==> src/rtl/htg_spi_pkg.sv <==
// Shared types and constants for the HTG FMC 3-wire SPI arbiter.
package htg_spi_pkg;

    localparam int CMD_BITS   = 26;
    localparam int FRAME_BITS = 24;
    localparam int RD_BITS    = 8;
    localparam int DEV_LSB    = 24;
    localparam int DEV_BITS   = 2;
    localparam int RW_BIT     = 23;
    localparam int ADDR_LSB   = 8;
    localparam int ADDR_BITS  = 15;
    localparam int WDATA_BITS = 8;

    typedef enum logic [1:0] {
        DEV_HMC7044 = 2'd0,
        DEV_ADF4371 = 2'd1,
        DEV_AD9213  = 2'd2,
        DEV_INVALID = 2'd3
    } dev_t;

    typedef enum logic [2:0] {
        ST_IDLE,
        ST_SHIFT,
        ST_HOLD,
        ST_GAP,
        ST_ERR
    } state_t;

    // Pin order {slen_hmc7044, cs_adf4371, csb_ad9213}
    localparam logic [2:0] SEL_NONE = 3'b011;

    function automatic logic [2:0] sel_pins(input dev_t dev);
        unique case (dev)
            DEV_HMC7044: sel_pins = 3'b111;
            DEV_ADF4371: sel_pins = 3'b001;
            DEV_AD9213:  sel_pins = 3'b010;
            DEV_INVALID: sel_pins = SEL_NONE;
        endcase
    endfunction

endpackage

==> src/rtl/htg_spi_shifter.sv <==
// SPI bit engine: SCLK divider, 24-bit MSB-first shift, read sampling
// and the data-pin turnaround for the last 8 bits of a read frame.
module htg_spi_shifter
    import htg_spi_pkg::*;
#(
    parameter int CLK_DIV = 4
) (
    input  logic                  clk,
    input  logic                  reset_n,
    input  logic                  start,
    input  logic [FRAME_BITS-1:0] frame,
    input  logic                  data_i,
    output logic                  sclk,
    output logic                  data_o,
    output logic                  data_oe,
    output logic                  done,
    output logic [RD_BITS-1:0]    rdata
);

    localparam int DW = $clog2(2 * CLK_DIV);
    localparam logic [DW-1:0] BIT_END = DW'(2 * CLK_DIV - 1);
    localparam logic [DW-1:0] RISE = DW'(CLK_DIV - 1);

    logic                  active;
    logic                  rd;
    logic                  bit_end;
    logic [DW-1:0]         cnt;
    logic [4:0]            bit_idx;
    logic [FRAME_BITS-1:0] sr;

    assign bit_end = active && (cnt == BIT_END);
    assign done    = bit_end && (bit_idx == '0);

    always_ff @(posedge clk or negedge reset_n) begin
        if (!reset_n) begin
            active  <= 1'b0;
            rd      <= 1'b0;
            cnt     <= '0;
            bit_idx <= '0;
            sr      <= '0;
            sclk    <= 1'b0;
            data_o  <= 1'b0;
            data_oe <= 1'b0;
            rdata   <= '0;
        end else if (start) begin
            active  <= 1'b1;
            rd      <= frame[FRAME_BITS-1];
            cnt     <= '0;
            bit_idx <= 5'(FRAME_BITS - 1);
            sr      <= {frame[FRAME_BITS-2:0], 1'b0};
            sclk    <= 1'b0;
            data_o  <= frame[FRAME_BITS-1];
            data_oe <= 1'b1;
            rdata   <= '0;
        end else if (active) begin
            // Sample at the end of the high phase of read bits 7..0
            if (rd && bit_end && bit_idx < 5'(RD_BITS))
                rdata <= {rdata[RD_BITS-2:0], data_i};
            if (!bit_end) begin
                cnt  <= cnt + 1'b1;
                sclk <= (cnt >= RISE);
            end else if (done) begin
                active  <= 1'b0;
                sclk    <= 1'b0;
                data_o  <= 1'b0;
                data_oe <= 1'b0;
            end else begin
                cnt     <= '0;
                sclk    <= 1'b0;
                bit_idx <= bit_idx - 1'b1;
                data_o  <= sr[FRAME_BITS-1];
                sr      <= {sr[FRAME_BITS-2:0], 1'b0};
                if (rd && bit_idx == 5'(RD_BITS))
                    data_oe <= 1'b0;
            end
        end
    end

endmodule

==> src/rtl/htg_fmc_spi_arbiter.sv <==
// Two-requester arbiter and 3-wire SPI master for one HTG FMC.
// Define HTG_SPI_RR_EN for round-robin; otherwise R0 has fixed priority.
module htg_fmc_spi_arbiter
    import htg_spi_pkg::*;
#(
    parameter int CLK_DIV = 4
) (
    input  logic                clk,
    input  logic                reset_n,
    input  logic [1:0]          req,
    input  logic [CMD_BITS-1:0] cmd0,
    input  logic [CMD_BITS-1:0] cmd1,
    output logic [1:0]          ack,
    output logic [RD_BITS-1:0]  rdata,
    output logic                err,
    output logic                busy,
    output logic                spi_slen_hmc7044,
    output logic                spi_cs_adf4371,
    output logic                spi_csb_ad9213,
    output logic                spi_clk,
    output logic                spi_data_o,
    output logic                spi_data_oe,
    input  logic                spi_data_i
);

    localparam int CNT_W = $clog2(CLK_DIV);
    localparam logic [CNT_W-1:0] CNT_END = CNT_W'(CLK_DIV - 1);

    state_t              state;
    state_t              nxt;
    logic [CNT_W-1:0]    cnt;
    logic                win;
    logic                gnt;
    logic                gnt_d;
    logic [CMD_BITS-1:0] cmd_w;
    dev_t                dev_w;
    logic                start;
    logic                fire;
    logic                sh_done;
    logic [RD_BITS-1:0]  sh_rdata;
    logic [RD_BITS-1:0]  rdata_d;
    logic [2:0]          sel_q;
    logic [2:0]          sel_d;
    logic [1:0]          ack_d;
    logic                err_d;
    logic                busy_d;

`ifdef HTG_SPI_RR_EN
    logic last;

    always_ff @(posedge clk or negedge reset_n) begin
        if (!reset_n)
            last <= 1'b1;
        else if (state == ST_IDLE && |req)
            last <= win;
    end

    assign win = req[1] & (~req[0] | ~last);
`else
    assign win = req[1] & ~req[0];
`endif

    assign cmd_w = win ? cmd1 : cmd0;
    assign dev_w = dev_t'(cmd_w[DEV_LSB +: DEV_BITS]);

    always_ff @(posedge clk or negedge reset_n) begin
        if (!reset_n) begin
            state <= ST_IDLE;
            cnt   <= '0;
        end else begin
            state <= nxt;
            cnt   <= (nxt != state) ? '0 : cnt + 1'b1;
        end
    end

    always_comb begin
        nxt = state;
        unique case (state)
            ST_IDLE:  if (|req)
                          nxt = (dev_w == DEV_INVALID) ? ST_ERR : ST_SHIFT;
            ST_SHIFT: if (sh_done) nxt = ST_HOLD;
            ST_HOLD:  if (cnt == CNT_END) nxt = ST_GAP;
            ST_GAP:   if (cnt == CNT_END) nxt = ST_IDLE;
            ST_ERR:   nxt = ST_IDLE;
            default:  nxt = ST_IDLE;
        endcase
    end

    always_comb begin
        start   = (state == ST_IDLE) && (nxt == ST_SHIFT);
        fire    = ((state == ST_HOLD) && (nxt == ST_GAP)) || (nxt == ST_ERR);
        gnt_d   = (state == ST_IDLE) ? win : gnt;
        ack_d   = fire ? {gnt_d, ~gnt_d} : 2'b00;
        err_d   = (nxt == ST_ERR);
        rdata_d = (state == ST_HOLD && nxt == ST_GAP) ? sh_rdata : '0;
        busy_d  = (nxt != ST_IDLE);
        sel_d   = sel_q;
        if (start)
            sel_d = sel_pins(dev_w);
        else if (nxt == ST_GAP)
            sel_d = SEL_NONE;
    end

    always_ff @(posedge clk or negedge reset_n) begin
        if (!reset_n) begin
            gnt   <= 1'b0;
            sel_q <= SEL_NONE;
            ack   <= 2'b00;
            err   <= 1'b0;
            rdata <= '0;
            busy  <= 1'b0;
        end else begin
            gnt   <= gnt_d;
            sel_q <= sel_d;
            ack   <= ack_d;
            err   <= err_d;
            rdata <= rdata_d;
            busy  <= busy_d;
        end
    end

    assign {spi_slen_hmc7044, spi_cs_adf4371, spi_csb_ad9213} = sel_q;

    htg_spi_shifter #(
        .CLK_DIV (CLK_DIV)
    ) u_shifter (
        .clk     (clk),
        .reset_n (reset_n),
        .start   (start),
        .frame   (cmd_w[FRAME_BITS-1:0]),
        .data_i  (spi_data_i),
        .sclk    (spi_clk),
        .data_o  (spi_data_o),
        .data_oe (spi_data_oe),
        .done    (sh_done),
        .rdata   (sh_rdata)
    );

endmodule

==> config.mk <==
export PLATFORM = sky130hd
export DESIGN_NAME = htg_fmc_spi_arbiter
export DESIGN_NICKNAME = d
export VERILOG_FILES = /design/src/rtl/htg_spi_pkg.sv /design/src/rtl/htg_spi_shifter.sv /design/src/rtl/htg_fmc_spi_arbiter.sv
export SDC_FILE = /design/constraint.sdc
export NUM_CORES = 1
export LEC_CHECK = 0
export ABC_AREA = 1
export CORE_ASPECT_RATIO = 0.6
export CORE_MARGIN = 1
export CORE_UTILIZATION = 41
export CTS_CLUSTER_DIAMETER = 40
export DETAILED_ROUTE_END_ITERATION = 12
export MAX_ROUTING_LAYER = met4
export PLACE_DENSITY = 0.74
export SLEW_MARGIN = 20
export SYNTH_ARGS = -nofsm -noshare
export SYNTH_HDL_FRONTEND = slang
export SYNTH_HIERARCHICAL = 1
export SYNTH_SLANG_ARGS = --single-unit
==> constraint.sdc <==
create_clock -name clk -period 5.3 [get_ports clk]
set_input_delay 1.06 -clock clk [delete_from_list [all_inputs] [get_ports clk]]
set_output_delay 1.06 -clock clk [all_outputs]
set_load 0.01 [all_outputs]
==> metrics.csv <==
metric,value,unit
worst_pin_slew,734.3,ps
synthArstFlopShare,100.0,%
r2r-end,u_shifter/sr[16]$_DFFE_PN0P_,
coreArea,7945,sq um
clk_path_buf_depth,2,
final_antenna_net_count,0,
fp-row-count,25,
synth_top_cell_by_area,dfrtp_1,
slew_headroom,50.99,%
fin_crit,3810,ps
path_class,input pin to flip-flop,
holdPathStages,1,
avgRoutedWirePerCell,11.52,um
insertedDiodeCount,0,
synthTopCellsByCount,"nand2_1 (160), inv_1 (66), dfrtp_1 (63), o21ai_0 (57), nor2_1 (34)",
whs_endpoint,cnt[0]$_DFF_PN0_,
fin_nets,596,
finClkSkew,7.171,ps
ios,75,
synth_compound_area_share,11.38,%
drt-pass1-iter-count,4,
grt_pass1_wl,13030,um
die_x,119.3,um
cts.repair.resized,0,
dpl_cell_area,4189,sq um
power_density,477.3,nW/um^2
worstPathRequired,5490,ps
grt.overflow.total,0,
drv_cap,0,
io_buffer_count,74,
clkTransAtPathRegs,50,ps
synth_xor_area_share,0,%
hold_violations,0,
min_from,cnt[0]$_DFF_PN0_,
ys.flop_type,dfrtp_1,
htreeDepth,3,
grt_max_degree,64,
holdBufCountCts,0,
synth.most_common_cell,nand2_1,
drt_iter0_markers,155,
synthAdderAreaFrac,1.848,%
numCtsBuffers,9,
period_share,71.88,%
via_per_inst,4.692,
clock_sinks,65,
die_h,72.39,um
r2r-start,state[1]$_DFF_PN0_,
cts_setup_buffers,0,
status,completed,
synth_top_area_share,46.56,%
critical_path_arrival,4000,ps
reg2regPathDepth,10,
synth_edf_count,0,
syn_nets,526,
syn2layout_area_growth,33.92,%
setup_viol,0,
synth_simple_gate_area_share,28.01,%
fmaxAchievable,262.5,MHz
die_area,8637,sq um
grt_use_total,19.91,%
synth_area,3386,sq um
place.gp.congestion,0.8718,
yosysSeqAreaShare,48.12,%
drv_slew,0,
endpoint_kind,flip-flop,
synth_top_family_by_area,simple AND/OR/NAND/NOR gates,
hold_path.class,flip-flop to flip-flop,
drt-total-wl,7456,um
drive_gt1_share,6.865,%
critPathLaunchType,input pin,
insertion_delay,330,ps
grt_antenna_before_repair,0,
drc,0,
syn_inst,464,
dp_hpwl,5312,um
cts_tree,yes,
synthMuxAreaShare,0,%
grt_pass1_vias,2879,
avgSynthCellArea,7.297,sq um
power_leakage,2.258,nW
start_util,42.61,%
tns,0,ps
peakVddDrop,0.2222,mV
synth-seq-cells,65,
rrSetupSlack,2390,ps
path_max_fanout,63,
synth_cell_types,27,
rsz0062_at_grt,false,
synth_area_leaders,"dfrtp_1 (47%), nand2_1 (18%), o21ai_0 (8.4%)",
design_area,4534,sq um
clockRootBuffer,clkbuf_16,
yosysWarningCount,6,
vias,3036,
## worst max-delay path by stage
| stage | start | endpoint | cells after the start |
|---|---|---|---|
| 4_1_cts | req[1] | u_shifter/sr[16]$_DFFE_PN0P_ | 12 |
| 2_1_floorplan | req[0] | u_shifter/bit_idx[4]$_DFFE_PN0P_ | 13 |
| 3_3_place_gp | req[1] | u_shifter/sr[17]$_DFFE_PN0P_ | 12 |
| 5_1_grt | req[1] | u_shifter/sr[16]$_DFFE_PN0P_ | 13 |
| 6_report | req[1] | u_shifter/sr[16]$_DFFE_PN0P_ | 12 |
| 3_5_place_dp | req[1] | u_shifter/sr[18]$_DFFE_PN0P_ | 12 |
## worst max-delay path: stages
cell             delay [ps]
clkdlybuf4s50_1         560
nand2_4                 210
nand2_1                 130
nand2_2                  90
nand2_2                 100
nand2_4                  60
inv_1                    50
buf_4                   420
clkinv_1                550
o21ai_2                 160
buf_4                   400
o21ai_0                 170
## layout make-up
type                            count  area (sq um)
Clock buffer                       11         242.7
Clock inverter                      5         102.6
Fill cell                         714          3411
Inverter                           72         270.3
Multi-Input combinational cell    309          1396
Sequential cell                    65          1629
Tap cell                          108         135.1
Timing Repair Buffer               77         758.2
## registers in the layout, summed over array words and instances (netlist names), 2 cells and up
register and flops:
ack 2, cnt 2, rdata 8, sel_q 3, state 3, u_shifter/bit_idx 5
u_shifter/cnt 3, u_shifter/rdata 8, u_shifter/sr 23
## per-layer routing
layer	share of wire, %	vias up	global-route usage [%]
met5	0	-	-
met4	0.76	0	6.389
met3	5.6	6	6.368
met2	44	87	29.13
met1	50	1377	26.29
li1	-	1566	-
## layout by cell type, fill, tap and decap left out, types with 2 or more instances in the layout
cell,instances
nand2_4,2
dfrtp_1,63
ha_1,5
dfstp_2,2
clkdlybuf4s50_1,73
nand3_2,2
clkbuf_16,9
nor2_1,34
buf_4,3
nand3b_1,2
o21ai_0,57
nand3_1,19
inv_2,5
bufinv_16,3
o21ai_1,10
nand2_1,160
nand4_1,4
a21oi_1,4
inv_1,66
nand2_2,4
## logic make-up after synthesis
logic type	Yosys count
AO/OA/AOI/OAI	75
adder cells (fa/ha/maj)	5
buffers and inverters	90
flip-flops	65
AND/OR/NAND/NOR	229
## where the power goes
group / switching (W) / internal, W
Clock: 0.000207 / 0.000471
Sequential: 0.0000890 / 0.000674
Combinational: 0.000439 / 0.000285
Total: 0.000735 / 0.00143
## per-stage QoR
| step | hold slack (ps) | utilization (%) | setup slack, ps | total power, W | cells |
|---|---|---|---|---|---|
| after detailed placement | 428.7 | 52.72 | 1129 | 0.001483 | 631 |
| final | 431.0 | 57.07 | 1490 | 0.002164 | 647 |
| after floorplan | 407.9 | - | 2877 | 0.001269 | 464 |
| after global placement | 418.6 | 52.72 | 1306 | 0.001455 | 631 |
| after global routing | 451.8 | 57.07 | 1150 | 0.002334 | 647 |
| after CTS | 435.9 | 57.07 | 1513 | 0.002179 | 647 |
No activity file was read; power rests on OpenSTA's default activity.
